[src/rtl/caravel_clock_ctrl.sv]
// caravel_clock_ctrl: sequences the clock-generation block configuration so
// that the core is parked on the external clock before any divider change.
//
// Ports:
//   core_clk, resetb             clock, synchronous active-low reset
//   req_valid/req_ready          request handshake from housekeeping
//   req_ext, req_sel, req_sel2   requested source and dividers
//   ext_clk_sel, sel, sel2       registered drives to the clock block
//   pll_ena                      PLL enable
//   busy, done                   sequence in progress, completion pulse
//
// Build option: define CLOCK_CTRL_PLL_GATE_EN to make pll_ena a register
// that gates the PLL off while parked on the external clock, with a longer
// settle when the PLL is restarted. Without it pll_ena is tied high.

module caravel_clock_ctrl #(
    parameter int unsigned SWITCH_CYCLES      = 4,
    parameter int unsigned SETTLE_CYCLES      = 16,
    parameter int unsigned PLL_STARTUP_CYCLES = 64
) (
    input  logic       core_clk,
    input  logic       resetb,
    input  logic       req_valid,
    output logic       req_ready,
    input  logic       req_ext,
    input  logic [2:0] req_sel,
    input  logic [2:0] req_sel2,
    output logic       ext_clk_sel,
    output logic [2:0] sel,
    output logic [2:0] sel2,
    output logic       pll_ena,
    output logic       busy,
    output logic       done
);

    localparam logic [7:0] SW_LD  = 8'(SWITCH_CYCLES - 1);
    localparam logic [7:0] SET_LD = 8'(SETTLE_CYCLES - 1);
    localparam int unsigned LONG_T =
        (PLL_STARTUP_CYCLES > SETTLE_CYCLES) ?
        PLL_STARTUP_CYCLES : SETTLE_CYCLES;
    localparam logic [7:0] LONG_LD = 8'(LONG_T - 1);

    // Each state is entered on the edge that performs the action named
    // before it (park, divider load, return), so registered outputs
    // change exactly at the transition edge.
    typedef enum logic [1:0] {
        IDLE,
        WAIT_PARK,
        SETTLE,
        WAIT_RET
    } state_t;

    state_t     state_q;
    logic [7:0] cnt_q;
    logic [7:0] cnt_d;
    logic       cnt_zero;
    logic       ext_tgt_q;
    logic [2:0] sel_tgt_q;
    logic [2:0] sel2_tgt_q;
    logic       ext_q;
    logic [2:0] sel_q;
    logic [2:0] sel2_q;
    logic       ready_q;
    logic       done_q;
    logic       need_long;

    assign cnt_d    = cnt_q - 8'd1;
    assign cnt_zero = (cnt_q == 8'd0);

`ifdef CLOCK_CTRL_PLL_GATE_EN
    logic pll_ena_q;
    // Restarting a stopped PLL needs the longer startup settle.
    assign need_long = ~ext_tgt_q & ~pll_ena_q;
    assign pll_ena   = pll_ena_q;
`else
    assign need_long = 1'b0;
    assign pll_ena   = 1'b1;
`endif

    always_ff @(posedge core_clk) begin
        if (!resetb) begin
            state_q    <= IDLE;
            cnt_q      <= 8'd0;
            ext_tgt_q  <= 1'b1;
            sel_tgt_q  <= 3'd0;
            sel2_tgt_q <= 3'd0;
            ext_q      <= 1'b1;
            sel_q      <= 3'd0;
            sel2_q     <= 3'd0;
            ready_q    <= 1'b1;
            done_q     <= 1'b0;
`ifdef CLOCK_CTRL_PLL_GATE_EN
            pll_ena_q  <= 1'b0;
`endif
        end else begin
            done_q <= 1'b0;
            unique case (state_q)
                IDLE: begin
                    if (req_valid) begin
                        ext_tgt_q  <= req_ext;
                        sel_tgt_q  <= req_sel;
                        sel2_tgt_q <= req_sel2;
                        ready_q    <= 1'b0;
                        ext_q      <= 1'b1;
                        cnt_q      <= SW_LD;
                        state_q    <= WAIT_PARK;
                    end
                end
                WAIT_PARK: begin
                    if (!cnt_zero) begin
                        cnt_q <= cnt_d;
                    end else begin
                        sel_q   <= sel_tgt_q;
                        sel2_q  <= sel2_tgt_q;
                        cnt_q   <= need_long ? LONG_LD : SET_LD;
                        state_q <= SETTLE;
`ifdef CLOCK_CTRL_PLL_GATE_EN
                        if (!ext_tgt_q) pll_ena_q <= 1'b1;
`endif
                    end
                end
                SETTLE: begin
                    if (!cnt_zero) begin
                        cnt_q <= cnt_d;
                    end else if (!ext_tgt_q) begin
                        ext_q   <= 1'b0;
                        cnt_q   <= SW_LD;
                        state_q <= WAIT_RET;
                    end else begin
                        done_q  <= 1'b1;
                        ready_q <= 1'b1;
                        state_q <= IDLE;
`ifdef CLOCK_CTRL_PLL_GATE_EN
                        pll_ena_q <= 1'b0;
`endif
                    end
                end
                WAIT_RET: begin
                    if (!cnt_zero) begin
                        cnt_q <= cnt_d;
                    end else begin
                        done_q  <= 1'b1;
                        ready_q <= 1'b1;
                        state_q <= IDLE;
                    end
                end
            endcase
        end
    end

    assign req_ready   = ready_q;
    assign busy        = ~ready_q;
    assign done        = done_q;
    assign ext_clk_sel = ext_q;
    assign sel         = sel_q;
    assign sel2        = sel2_q;

endmodule
[config.mk]
export PLATFORM = sky130hd
export DESIGN_NAME = caravel_clock_ctrl
export DESIGN_NICKNAME = d
export VERILOG_FILES = /design/src/rtl/caravel_clock_ctrl.sv
export SDC_FILE = /design/constraint.sdc
export NUM_CORES = 1
export LEC_CHECK = 0
export CELL_PAD_IN_SITES_DETAIL_PLACEMENT = 0
export CELL_PAD_IN_SITES_GLOBAL_PLACEMENT = 2
export CORE_ASPECT_RATIO = 2
export CORE_MARGIN = 3
export CORE_UTILIZATION = 30
export CTS_CLUSTER_SIZE = 24
export DETAILED_ROUTE_END_ITERATION = 12
export GPL_TIMING_DRIVEN = 0
export PLACE_DENSITY_LB_ADDON = 0.1
export SETUP_SLACK_MARGIN = 0.05
export SLEW_MARGIN = 0
export SYNTH_ARGS = -nofsm -noshare
export SYNTH_HDL_FRONTEND = slang
export SYNTH_SLANG_ARGS = --single-unit
[constraint.sdc]
create_clock -name core_clk -period 2.1 [get_ports core_clk]
set_input_delay 0.315 -clock core_clk [delete_from_list [all_inputs] [get_ports core_clk]]
set_output_delay 0.315 -clock core_clk [all_outputs]
set_load 0.01 [all_outputs]
After elaboration in Yosys (flattened, before gate mapping)

Cells that the tools add are included.

Flip-flop bits (word level): 26
Bits in latches: 0
Bits in writable memories: 0
ROM bits: 0
Bits of input ports: 10
Output and inout port bits: 11
Memories kept: 0

Add/sub/neg operators: 1
Multiply operators: 0
Div/mod/pow operators: 0
$lt $le $gt $ge: 0
Eq/ne operators: 11
Shifts and indexed selects: 0
Muxes and demuxes: 25
Bitwise logic cells: 1
Reduce and logical (&&, ||, !) cells: 10

Operators by type and width:

| operator                                                           | count |
|---|---|
| 8-bit 2-to-1 mux                                                   | 5 |
| 8-bit one-hot mux with 4 select lines                              | 1 |
| 2-bit inequality test, second input constant                       | 7 |
| 1-bit 2-to-1 mux                                                   | 10 |
| 2-bit 2-to-1 mux                                                   | 5 |
| 8-bit zero test                                                    | 1 |
| 2-bit one-hot mux with 4 select lines                              | 1 |
| 4-bit AND reduction                                                | 2 |
| 8-bit by 1-bit subtractor with 8-bit output, second input constant | 1 |
| 5-bit AND reduction                                                | 1 |
| 2-bit == test, second input constant                               | 2 |
| 1-bit one-hot mux with 2 select lines                              | 2 |
| 2-bit AND reduction                                                | 2 |
| 3-bit inequality test, second input constant                       | 1 |
| 1-bit one-hot mux with 3 select lines                              | 1 |
| 3-bit AND reduction                                                | 1 |
| 3-bit nonzero test                                                 | 1 |
| 2-bit by 1-bit == test with 1-bit output, second input constant    | 1 |
| 2-bit zero test                                                    | 1 |
| 2-bit nonzero test                                                 | 1 |
| 1-bit NOT                                                          | 1 |

Depth between registers and ports, before layout

Depth after elaboration: 3
Mapped depth: 7

Least setup slack after synthesis

Ideal clock, no wire load.

Path kind: register to register
Start point: register cnt_q[0]
End point: register ext_q, in the netlist ext_clk_sel
Arrival: 1,536 ps
Slack: 431 ps
Stages on the path, launching flop included: 7
Clock period less this slack: 1,669 ps
Cell sequence: dfxtp_1 > inv_1 > ha_1 > nor4b_1 > nand3_1 > o31ai_1 > nand3_1

Longest elaborated chain between the ends: 3

RTL lines:

| element                                | RTL line | RTL |
|---|---|---|
| start, declared                        | 54       | `logic [7:0] cnt_q;` |
| start signal, assigned                 | 111      | `cnt_q <= cnt_d;` |
| start signal, assigned                 | 115      | `cnt_q <= need_long ? LONG_LD : SET_LD;` |
| start signal, assigned                 | 124      | `cnt_q <= cnt_d;` |
| 8-bit zero test                        | 68       | `assign cnt_zero = (cnt_q == 8'd0);` |
| 2-bit inequality test (no source line) | -        |  |
| 4-bit AND reduction (no source line)   | -        |  |
| end signal, assigned                   | 87       | `ext_q <= 1'b1;` |
| end signal, assigned                   | 104      | `ext_q <= 1'b1;` |
| end signal, assigned                   | 126      | `ext_q <= 1'b0;` |
| end, declared                          | 60       | `logic ext_q;` |

No other way between the ends.
A chain may end at the register's enable or synchronous reset.

Worst setup path in the final report

Start point: register cnt_q[0]
End point: register state_q[0]

Longest elaborated chain between the ends: 3
Elaborated cells on any way between the ends: 5

RTL lines:

| element                                | RTL line | RTL |
|---|---|---|
| 8-bit zero test *                      | 68       |  |
| 2-bit inequality test (no source line) | -        |  |
| 4-bit AND reduction (no source line) * | -        |  |
| end signal, assigned                   | 82       | `state_q <= IDLE;` |
| end signal, assigned                   | 106      | `state_q <= WAIT_PARK;` |
| end signal, assigned                   | 116      | `state_q <= SETTLE;` |
| end, declared                          | 53       | `state_t state_q;` |

Every way passes the cells marked *; elsewhere a longest branch is shown, timed or not.

==> flow_summary.yaml <==
synthesis:
  seq_area_frac_synth_pct: 43.06
  netlist_instances: 148
  synth-edff-count: 0
  syn_area_mm2: 0.001209
  synthDominantCellAreaShare_pct: 43.06
  ys.flop_type: "dfxtp_1"
  synth_top_area_cell: "dfxtp_1"
  synth.net_count: 160
  postSynthAreaPerCell_um2: 8.167
  synth_async_sr_flop_share_pct: 0
  synthesis.yosys.warnings: 0
  post_synth_main_area_contributors: "dfxtp_1, nand2_1, a21boi_0"
  post_synth_num_cell_types: 34
  ys_seq_elements: 26
critical_path:
  timing.critical_path.fanout_max: 10
  worst_path_arrival_ps: 2090
  setup.worst_path.end_class: "flop"
  critPathLaunchType: "flop"
  required_time_of_the_critical_path_ps: 2270
  path_class: "flop to flop"
timing:
  number_of_endpoints_with_negative_hold_slack_in_the_final_report: 0
  achievable_freq_mhz: 522.1
  setup_repair_after_global_routing_missed_its_margin: "no"
  min_period_ps: 1915
  skew_ps: 4.872
  setup-tns-final_ps: 0
  setup_viol_count_final: 0
  slew_margin_rel_pct: 58.89
  fin_hold_ws_ps: 464.6
  final.period_utilization_pct: 91.20
  finalMaxSlewViolations: 0
  timing_worst_slew_pin_value_ps: 610.2
clock_tree:
  clk_pin_slew_worst_paths_ps: 90
  ctsLongestPathBuffers: 2
  count_of_instances_resized_after_the_clock_tree_is_built: 1
  tritoncts.num_buffers: 3
  cts.repair_timing.setup_buffer_count: 0
  clk-insertion-delay-late_ps: 270
  clk_root_buffer_cell: "clkbuf_8"
  cts_tree: "built"
  cts_htree_levels: 1
  numClockSinks: 26
  cts.hold.buffers_added: 0
global_routing:
  grt_max_degree: 15
  antenna_found_initial: 0
  grt_overflow: 0
  number_of_global_route_vias_before_repair: 1135
  grt_usage_pct: 15.01
  wire_length_of_the_first_global_routing_pass_mm: 5.444
finish:
  antenna-diode-count: 0
  areaGrowthSynthToFinish_pct: 26.09
  fillCellCount: 438
  most_common_cell_after_layout_fill_and_taps_aside: "nand2_1"
  net_count_of_the_finished_layout: 184
  mostFrequentLayoutCells: "nand2_1, dfxtp_1, clkdlybuf4s50_1"
  drive_gt1_share_pct: 5.848
  final-instance-count-excl-fill: 222
die:
  ports_placed_on_the_boundary: 21
  floorplan.initialDensity_pct: 31.12
  rows: 32
  die_width_um: 50.88
  die_height_um: 95.77
  design.die.area_mm2: 0.004873
  placeable_core_area_mm2: 0.003884
route:
  avgRoutedWirePerCell_um: 14.82
  drc: 0
  firstDrtPassIters: 4
  wirelength_mm: 3.290
  final_antenna_net_count: 0
  viasPerCell: 5.036
  dr_total_vias: 1118
  drt_first_iter_violations: 22
status:
  status: "finished, final reports clean"
placement:
  placed_cells_incl_taps: 218
  hpwlAfterDp_mm: 2.586
  io_buffers: 19
  gp_congestion: 0.7648
pwr:
  max-vdd-ir-drop_mv: 0.4825
  power.density_cell_area_mw_per_mm2: 1042
  leakage_nw: 0.5953
hold_path:
  hold_crit_path_type: "flop to flop"
job:
  timing.max_cap.violations: 0
==> logic make-up after synthesis <==
group	after synthesis	share of synthesized area, %
and+or+nand+nor	63	25.36
AOI/OAI and AO/OA	40	22.98
DFF	26	43.06
buffers and inverters	15	5.383
adders and majority gates	2	2.070
muxes	1	0.8282
other	1	0.3103
==> critical path, cell delays in order, from the launching register on <==
cell	delay, ps
dfxtp_1	360
inv_1	90
ha_1	210
or4b_1	470
nor2_1	220
buf_4	230
nand2_1	60
and3_1	190
==> Yosys cell counts (all sizes together) (3+ instances only) <==
library cell  count
or3               3
a21oi             4
o21ai             8
nor2              6
nand3            11
clkbuf            5
a21boi           14
nor3              4
buf               3
inv               7
dfxtp            26
nand2            28
==> metal layers <==
metal,GRT usage [%],vias to the layer above,wire (µm)
li1,-,561,-
met1,14.78,546,1241
met2,30.46,9,1960
met3,2.481,2,59
met4,4.719,0,29
met5,0,-,0
==> area by class of cell <==
class / instances / area, µm² / share of cell area, %
Multi-Input combinational cell: 107 / 629.4 / 41.30
Buffer: 8 / 38.79 / 2.545
Timing Repair Buffer: 19 / 190.2 / 12.48
Clock buffer: 4 / 55.05 / 3.612
Tap cell: 51 / 63.81 / 4.187
Sequential cell: 26 / 520.5 / 34.15
Inverter: 7 / 26.28 / 1.724
==> flip-flops by register name, summed over array words and instances, names as in the netlist <==
| signal | count |
|---|---|
| cnt_q | 8 |
| sel2 | 3 |
| sel2_tgt_q | 3 |
| sel | 3 |
| sel_tgt_q | 3 |
| state_q | 2 |
| done | 1 |
| ext_clk_sel | 1 |
| ext_tgt_q | 1 |
| req_ready | 1 |
==> worst paths after layout <==
check / from / end / slack, ps / cells past startpoint
worst max-delay path: cnt_q[0] / state_q[0] / 180 / 7
worst min-delay path: sel[1] / sel[1] / 460 / 2
worst max register to register: cnt_q[0] / state_q[0] / 180 / 7
worst min register to register: sel[1] / sel[1] / 460 / 2
==> per-stage QoR <==
| stage | total power, W | setup WS (ps) | cell area, µm² | util (%) |
|---|---|---|---|---|
| after CTS | 0.001610 | 175.8 | 1524 | 39.24 |
| after global placement | 0.001266 | 30.66 | 1463 | 37.66 |
| after global routing | 0.001705 | 55.47 | 1524 | 39.24 |
| final | 0.001588 | 184.7 | 1524 | 39.24 |
| after floorplan | 0.001069 | 430.5 | 1209 | - |
| after detailed placement | 0.001275 | -67.01 | 1463 | 37.66 |
==> power by group <==
group | switching [W] | internal [W]
registers | 0.0000810 | 0.000568
logic | 0.000363 | 0.000250
clock network | 0.000159 | 0.000168
total | 0.000603 | 0.000986
Note: power is estimated with default switching activity, not from simulation.
